[src/rtl/posit_pkg.sv]
// rtl/posit_pkg.sv - shared constants, FSM encoding and regime-length helper for the posit encoder
package posit_pkg;

    localparam int N     = 32;
    localparam int ES    = 3;
    localparam int CNT_W = 5;

    localparam logic [31:0] MAXPOS = 32'h7FFF_FFFF;
    localparam logic [31:0] MINPOS = 32'h0000_0001;
    localparam logic [31:0] ZERO   = 32'h0000_0000;

    typedef enum logic [2:0] {
        IDLE    = 3'd0,
        REGIME  = 3'd1,
        PACK    = 3'd2,
        ROUND   = 3'd3,
        DONE_ST = 3'd4
    } state_t;

    // k >= 0: k+1 ones plus a terminating zero; k < 0: -k zeros plus a terminating one
    function automatic logic [CNT_W-1:0] regime_len(input logic signed [5:0] k);
        int ki;
        ki = int'(k);
        if (ki >= 0) begin
            return CNT_W'(ki + 2);
        end
        return CNT_W'(1 - ki);
    endfunction

endpackage

[src/rtl/posit_round.sv]
// rtl/posit_round.sv - round-to-nearest-even, saturation and sign application for a posit body
//
// Ports:
//   body   - unsigned posit body (everything after the sign bit)
//   g, s   - guard bit and sticky OR of the bits below the body
//   sign   - result sign; negative results are the two's complement of {0,body}
//   result - final N-bit posit word
module posit_round
    import posit_pkg::*;
#(
    parameter int N = posit_pkg::N
) (
    input  logic [N-2:0] body,
    input  logic         g,
    input  logic         s,
    input  logic         sign,
    output logic [N-1:0] result
);

    logic         inc;
    logic [N-2:0] rounded;
    logic [N-1:0] mag;

    always_comb begin
        // an all-ones body would carry into the sign position (NaR), so hold it at maxpos
        inc     = g & (body[0] | s) & ~(&body);
        rounded = body + {{(N-2){1'b0}}, inc};
        // a nonzero value must never collapse to zero
        if (rounded == '0) begin
            rounded = MINPOS[N-2:0];
        end
        mag    = {1'b0, rounded};
        result = sign ? (~mag + {{(N-1){1'b0}}, 1'b1}) : mag;
    end

endmodule

[src/rtl/posit_encoder.sv]
// rtl/posit_encoder.sv - sequential posit encoder: regime serialisation, packing, rounding, handshake
//
// Ports:
//   clk, rst            - clock and asynchronous active-high reset
//   start               - operands valid; accepted only in IDLE
//   mant_adj            - normalised mantissa, bits[63:62]=01, fraction in bits[61:0]
//   adj_exp, adj_k      - exponent field and signed regime value k
//   sign_in             - result sign
//   ack                 - downstream has taken posit_out (honoured only in DONE_ST)
//   recieved            - one-cycle pulse when operands are captured
//   posit_out, done     - result word and its valid flag, held until ack
//   busy                - high whenever the FSM is not in IDLE
module posit_encoder
    import posit_pkg::*;
#(
    parameter int N  = posit_pkg::N,
    parameter int ES = posit_pkg::ES
) (
    input  logic         clk,
    input  logic         rst,
    input  logic         start,
    input  logic [63:0]  mant_adj,
    input  logic [2:0]   adj_exp,
    input  logic [5:0]   adj_k,
    input  logic         sign_in,
    input  logic         ack,
    output logic         recieved,
    output logic [N-1:0] posit_out,
    output logic         done,
    output logic         busy
);

    localparam int BW = N - 1;           // body width (posit without sign)
    localparam int FW = BW + ES + 62;    // regime slot + exponent + fraction

    state_t state, state_nxt;

    logic [61:0]      frac_q;
    logic [ES-1:0]    exp_q;
    logic             sign_q;
    logic             neg_q;
    logic             zero_q;
    logic [CNT_W-1:0] cnt;
    logic [CNT_W-1:0] r_q;
    logic [BW-1:0]    rg;
    logic [BW-1:0]    body_q;
    logic             g_q;
    logic             s_q;

    logic signed [5:0] k_s;
    logic              is_zero;
    logic              k_hi;
    logic              k_lo;
    logic              special;
    logic [FW-1:0]     packed_w;
    logic [N-1:0]      round_res;

    assign k_s     = adj_k;
    assign is_zero = (mant_adj == 64'd0);
    assign k_hi    = (k_s >= (N - 2));
    assign k_lo    = (k_s <= -(N - 1));
    assign special = is_zero | k_hi | k_lo;

    // rg holds the regime right-aligned in its low r_q bits; shifting left aligns it to the MSB
    assign packed_w = {rg, exp_q, frac_q} << (BW - int'(r_q));

    posit_round #(.N(N)) u_round (
        .body   (body_q),
        .g      (g_q),
        .s      (s_q),
        .sign   (sign_q),
        .result (round_res)
    );

    always_ff @(posedge clk or posedge rst) begin
        if (rst) begin
            state <= IDLE;
        end else begin
            state <= state_nxt;
        end
    end

    always_comb begin
        state_nxt = state;
        case (state)
            IDLE:    if (start) state_nxt = special ? ROUND : REGIME;
            REGIME:  if (cnt == CNT_W'(1)) state_nxt = PACK;
            PACK:    state_nxt = ROUND;
            ROUND:   state_nxt = DONE_ST;
            DONE_ST: if (ack) state_nxt = IDLE;
            default: state_nxt = IDLE;
        endcase
    end

    always_comb begin
        busy = (state != IDLE);
    end

    always_ff @(posedge clk or posedge rst) begin
        if (rst) begin
            recieved  <= 1'b0;
            posit_out <= '0;
            done      <= 1'b0;
            frac_q    <= '0;
            exp_q     <= '0;
            sign_q    <= 1'b0;
            neg_q     <= 1'b0;
            zero_q    <= 1'b0;
            cnt       <= '0;
            r_q       <= '0;
            rg        <= '0;
            body_q    <= '0;
            g_q       <= 1'b0;
            s_q       <= 1'b0;
        end else begin
            recieved <= 1'b0;
            case (state)
                IDLE: begin
                    if (start) begin
                        recieved <= 1'b1;
                        frac_q   <= mant_adj[61:0];
                        exp_q    <= adj_exp[ES-1:0];
                        sign_q   <= sign_in;
                        neg_q    <= adj_k[5];
                        zero_q   <= is_zero;
                        cnt      <= regime_len(k_s);
                        r_q      <= regime_len(k_s);
                        rg       <= '0;
                        g_q      <= 1'b0;
                        s_q      <= 1'b0;
                        // saturated cases skip straight to ROUND with a ready-made body
                        body_q   <= k_hi ? MAXPOS[BW-1:0] : (k_lo ? MINPOS[BW-1:0] : '0);
                    end
                end
                REGIME: begin
                    // run bits are ~neg_q, the final (terminating) bit is neg_q
                    rg  <= {rg[BW-2:0], (cnt == CNT_W'(1)) ? neg_q : ~neg_q};
                    cnt <= cnt - CNT_W'(1);
                end
                PACK: begin
                    body_q <= packed_w[FW-1 -: BW];
                    g_q    <= packed_w[FW-1-BW];
                    s_q    <= |packed_w[FW-2-BW:0];
                end
                ROUND: begin
                    posit_out <= zero_q ? ZERO[N-1:0] : round_res;
                    done      <= 1'b1;
                end
                DONE_ST: begin
                    if (ack) begin
                        done <= 1'b0;
                    end
                end
                default: ;
            endcase
        end
    end

endmodule

[config.mk]
export PLATFORM = sky130hd
export DESIGN_NAME = posit_encoder
export DESIGN_NICKNAME = d
export VERILOG_FILES = /design/src/rtl/posit_pkg.sv /design/src/rtl/posit_round.sv /design/src/rtl/posit_encoder.sv
export SDC_FILE = /design/constraint.sdc
export NUM_CORES = 1
export LEC_CHECK = 0
export BUFFER_PORTS_ARGS = -buffer_cell sky130_fd_sc_hd__buf_2
export CAP_MARGIN = 20
export CORE_AREA = 4 4 159 161
export CTS_CLUSTER_DIAMETER = 80
export CTS_CLUSTER_SIZE = 10
export DETAILED_ROUTE_END_ITERATION = 6
export DIE_AREA = 0 0 163 165
export HOLD_SLACK_MARGIN = 0.05
export PLACE_DENSITY = 0.89
export REMOVE_ABC_BUFFERS = 1
export SLEW_MARGIN = 0
export SYNTH_ARGS = -nofsm -noshare
export SYNTH_HDL_FRONTEND = slang
export SYNTH_SLANG_ARGS = --single-unit
[constraint.sdc]
create_clock -name clk -period 5.4 [get_ports clk]
set_input_delay 0.81 -clock clk [delete_from_list [all_inputs] [get_ports clk]]
set_output_delay 0.81 -clock clk [all_outputs]
set_load 0.1 [all_outputs]
Yosys cells after proc, flatten, opt, wreduce, memory -nomap -nowiden
Cells that the tools add are included.

$add $sub $neg: 6. Magnitude comparators: 3. Equality and inequality tests: 8. Shifts and indexed selects: 1. Muxes and demuxes: 29. Bitwise gates (word level): 8. Reductions and logical operators: 14.

Operators by type and width (number): 31-bit 2-to-1 mux (4); 31-bit one-hot mux with 2 select lines (2); 96-bit by 32-bit left shift with 96-bit output (1); 64-bit logical NOT (1); 32-bit 2-to-1 mux (2); 64-bit OR reduction (1); 32-bit by 1-bit adder with 32-bit output (second input constant) (1); 31-bit NOT with 32-bit output (1); 31-bit by 1-bit adder with 31-bit output (1); 31-bit logical NOT (1); 31-bit AND reduction (1); 5-bit 2-to-1 mux (3); 3-bit one-hot mux with 5 select lines (1); 5-bit one-hot mux with 2 select lines (1); 1-bit 2-to-1 mux (9); 3-bit 2-to-1 mux (3); 2-bit AND reduction (4); 3-bit by 2-bit equality test with 1-bit output (second input constant) (2); 6-bit by 1-bit greater-or-equal comparator with 1-bit output (second input constant) (1); 6-bit greater-or-equal comparator (second input constant) (1); 6-bit less-or-equal comparator (second input constant) (1); 2-bit != test (second input constant) (3); 1-bit one-hot mux with 2 select lines (3); 2-bit nonzero test (3); other kinds (14) (18).

Bits in registers: 179. Input port bits: 78. Word-level logic and storage cells: 84.

Depth between registers and ports, before layout
Word-level depth: 10. Gate-level depth with buffers: 24.

Hierarchy
From an unflattened synthesis, not the netlist that was laid out.

Cell total of the unflattened synthesis: 1437. Area, all modules: 13208.9 um^2.

Modules (own cells, without submodules): posit_encoder (times used 1, cells an instance 1146, area each 11295.8 um^2, sequential area each 4479.3 um^2); posit_round (times used 1, cells an instance 291, area each 1913.1 um^2, sequential area each 0.0 um^2).

Worst setup path before layout
OpenSTA, ideal clock, no wires.

Path kind: register to register. Start: register body_q[19]. End: register posit_out[20]. Library setup time: 96 ps. Data arrival time: 5446 ps. Data required time: 5304 ps. Path slack: -141 ps. Cell stages (with the launch flop): 24. Path buffers: 3. Clock period less this slack: 5541 ps. Path through: dfrtp_1 clkbuf_1 nand4_1 or4_1 nor2_1 a31oi_1 ha_1 ha_1 buf_2 nand4_1 nor3_1 nor4_1 nand4_1 or4b_4 nor4_4 buf_6 nor2_1 ha_1 a21boi_0 a41oi_1 o21bai_1 a21oi_1 xnor2_1 o31ai_1.

Cells in the longest elaborated chain, start to end: 10.

RTL lines: start, declared (RTL line posit_encoder.sv:46) `logic [BW-1:0] body_q;`; start signal, assigned (RTL line posit_encoder.sv:132) `body_q <= k_hi ? MAXPOS[BW-1:0] : (k_lo ? MINPOS[BW-1:0] : '0);`; start signal, assigned (RTL line posit_encoder.sv:141) `body_q <= packed_w[FW-1 -: BW];`; 31-bit AND reduction (RTL line posit_round.sv:26) `inc = g & (body[0] | s) & ~(&body);`; 1-bit NOT (RTL line posit_round.sv:26); 1-bit bitwise AND (RTL line posit_round.sv:26); 31-bit by 1-bit adder with 31-bit output * (RTL line posit_round.sv:27) `rounded = body + {{(N-2){1'b0}}, inc};`; 31-bit logical NOT (RTL line posit_round.sv:29) `if (rounded == '0) begin`; 31-bit 2-to-1 mux * (RTL line posit_round.sv:29); 31-bit NOT with 32-bit output (RTL line posit_round.sv:33) `result = sign ? (~mag + {{(N-1){1'b0}}, 1'b1}) : mag;`; 32-bit by 1-bit adder with 32-bit output (RTL line posit_round.sv:33); 32-bit 2-to-1 mux * (RTL line posit_round.sv:33); 32-bit 2-to-1 mux * (RTL line posit_encoder.sv:146) `posit_out <= zero_q ? ZERO[N-1:0] : round_res;`; end signal, assigned (RTL line posit_encoder.sv:146); end, declared (RTL line posit_encoder.sv:28) `output logic [N-1:0] posit_out,`.

Mark *: on every way between the ends. The rest lies on a longest branch, timed or not. A chain may end at the register's enable or synchronous reset.

Worst setup path after layout
Start: register body_q[17]. End: register posit_out[24].

Same word-level chain as after synthesis.

==> flow_metrics.tcl <==
set metrics [dict create \
    drt-total-wl_mm 35.3 \
    post_drt_wl_per_cell_um 17.8 \
    leakage_nw 6.76 \
    fill_cells 2057 \
    ys_ff_latch 179 \
    fmax_ghz 0.200 \
    path_delay_family "simple AND/OR/NAND/NOR gates" \
    gp_congestion 0.947 \
    synth_edf_count 0 \
    cp_cell_sequence "and3_1, nand2_1, nor2_2, a31oi_1, ha_1, buf_4, nand3_1, buf_4, or4_1, o31a_1, nor4b_4, nand3_1, nor4_4, nor2_1, ha_1, a21boi_0, a41oi_1, o21bai_2, a21oi_1, xnor2_1, o31ai_1" \
    rsz0062_at_grt "false" \
    synth_cell_types 77 \
    vias_per_cell 6.18 \
    worstSetupEndpointType "flip-flop" \
    synth_commonest_cells "475 x nand2_1, 179 x dfrtp_1, 114 x o21ai_0, 89 x clkbuf_1, 82 x mux2i_1" \
    min_from "posit_out[20]" \
    cts.sinks 179 \
    syn_avg_cell_area_sq_um 8.17 \
    worstSkewPairLatency_ps 430 \
    hpwl_mm 25.5 \
    dpl.cell_count 1950 \
    grt_max_degree 107 \
    drc 0 \
    cellPowerDensity_nw_per_um2 743 \
    synthTopCellsByArea "dfrtp_1 34%, nand2_1 14%, mux4_2 8.1%" \
    tightestPinTransition_ps 1150 \
    grtUsageMet1_pct 36.7 \
    finalHoldViolCount 0 \
    cts.clk_slew.worst_paths_ps 70 \
    cp.arrival_ps 5340 \
    yosys.area.top_type "dfrtp_1" \
    cp_num_buf_inv 2 \
    dpl_worst_slack_ps 80.2 \
    cts_max_path_buffers 2 \
    yosys_warnings 0 \
    drv_slew 0 \
    die_w_um 163 \
    seqCellArea_sq_um 4490 \
    multi_input_area_sq_um 8040 \
    fin_crit_sh_pct 92.8 \
    yosysSeqAreaShare_pct 34.4 \
    grt-ovfl-total 0 \
    drive_gt1_share_pct 17.8 \
    dieArea_sq_um 26900 \
    async_flop_share_pct 100 \
    nets 1731 \
    setup.worst_path.start "body_q[17]" \
    setup_viol 0 \
    critPathKind "reg -> reg" \
    min_period_ps 5010 \
    area_growth_pct 11.5 \
    max-slew-margin-rel_pct 22.6 \
    cp_slowest_cell "or4_1" \
    outcome "complete, no violations" \
    numPortBuffers 112 \
    core_area_sq_um 24000 \
    cp_max_fo 11 \
    rows 57 \
    antennaDiodeCount 0 \
    drtPass1Iterations 6 \
    crit_required_ps 5730 \
    synth_ff_type "dfrtp_1" \
    utilization_pct 60.6 \
    cts-root-buf "clkbuf_16" \
    grt_pass1_vias 11405 \
    use_met3_pct 3.72 \
    maxCapViolCount 0 \
    ant_nets 0 \
    grt_pass1_wl_mm 58.2 \
    slowest_delay_ps 540 \
    grt_use_met2_pct 43.0 \
    irDropWorstVdd_mv 0.329 \
    setup_ws_ps 389 \
    synth_top_area_share_pct 34.4 \
    die_h_um 165 \
    netlist_instances 1594 \
    h-tree-depth 4 \
    yosysMostFrequentCell "nand2_1" \
    skew_ps 14.2 \
    antenna_found_initial 0 \
    grt_usage_pct 26.3 \
    hold_path_class "reg -> reg" \
    fin_cells 1983 \
    start_kind "flip-flop" \
    vias 12251 \
    dr.first_iter.drc_count 1209 \
    synth_area_sq_um 13000 \
    cts_tree "done" \
    start_util_pct 54.3 \
    r2r_start "body_q[17]" \
    grt_busiest_layer "met2" \
    ios 113 \
    cts_made_buffers 17 \
]
worst paths after layout:
path,end,slack [ps],depth (start not counted)
max,posit_out[24],390,21
min,posit_out[20],480,2
max reg2reg,posit_out[24],390,21
min reg2reg,posit_out[20],480,2
max in group asynchronous,r_q[1],3870,3
min in group asynchronous,posit_out[3],570,2
final cells by class:
type / count / share of cell area (%)
clock inverters: 14 / 1.13
multi-input cells: 1270 / 55.4
inverters: 25 / 0.681
clock buffers: 18 / 3.03
flip-flops and latches: 179 / 30.9
repair buffers: 153 / 6.07
well taps: 324 / 2.79
cell usage in the layout, fill, tap and decap left out, drive strengths merged, types with 26 or more instances in the layout:
cell   netlist  routed
nand2      475     475
dfrtp      179     179
buf         31     153
o21ai      130     130
mux2i       82      82
nor2        75      75
nand3       61      61
a21oi       54      54
mux4        47      47
xnor2       36      36
nor4        31      31
inv         22      30
nand4       27      27
mux2        26      26
nor3        26      26
stage by stage:
stage / hold slack, ps / total power [mW] / cell area, sq um / setup TNS [ps]
CTS: 481 / 10.6 / 14400 / 0
floorplan: 441 / 7.64 / 12500 / -48490
global placement: 459 / 9.06 / 13800 / 0
detailed placement: 466 / 9.26 / 13800 / 0
finish: 479 / 10.8 / 14500 / 0
global route: 502 / 11.5 / 14500 / 0
report_power, final:
part / switching, mW / leakage, nW / internal [mW]
combinational: 4.25 / 4.15 / 2.51
sequential: 0.829 / 2.32 / 1.89
clock: 0.589 / 0.287 / 0.710
repair_timing:
item,4_1_cts,5_1_grt
endpoints found under the setup margin,0,12
gates resized for setup,0,10
hold buffers,0,0
setup buffers,0,1
cells by family (layout without fill, tap and decap cells):
kind of cell,Yosys count,in the layout,synth area share [%]
muxes,155,155,16.7
AOI/OAI and AO/OA,303,303,14.4
adders and majority gates,7,7,0.673
DFF,179,179,34.4
and+or+nand+nor,753,753,25.9
xor gates and xnor gates,52,52,3.50
buffers and inverters,145,210,4.45
worst reg2reg max path, stage by stage (launching register included):
cell and delay [ps]:
dfrtp_1 460, and3_1 250, nand2_1 110, nor2_2 50, a31oi_1 160, ha_1 190
buf_4 130, nand3_1 70, buf_4 200, or4_1 550, o31a_1 390, nor4b_4 350
nand3_1 210, nor4_4 380, nor2_1 100, ha_1 210, a21boi_0 150, a41oi_1 260
o21bai_2 220, a21oi_1 90, xnor2_1 190, o31ai_1 210
registers in the layout, summed over array words and instances (netlist names), 3 cells and up:
signal     cells
cnt            5
exp_q          3
r_q            5
state          3
body_q        31
frac_q        62
posit_out     32
rg            31
metal layers:
| metal | routed length [um] | part of all wire, % | vias up |
|---|---|---|---|
| met2 | 16800 | 47 | 541 |
| li1 | - | - | 5765 |
| met3 | 2410 | 6.8 | 80 |
| met4 | 840 | 2.4 | 0 |
| met1 | 15300 | 43 | 5865 |
| met5 | 0 | 0 | - |
No activity file was read; power rests on OpenSTA's default activity.
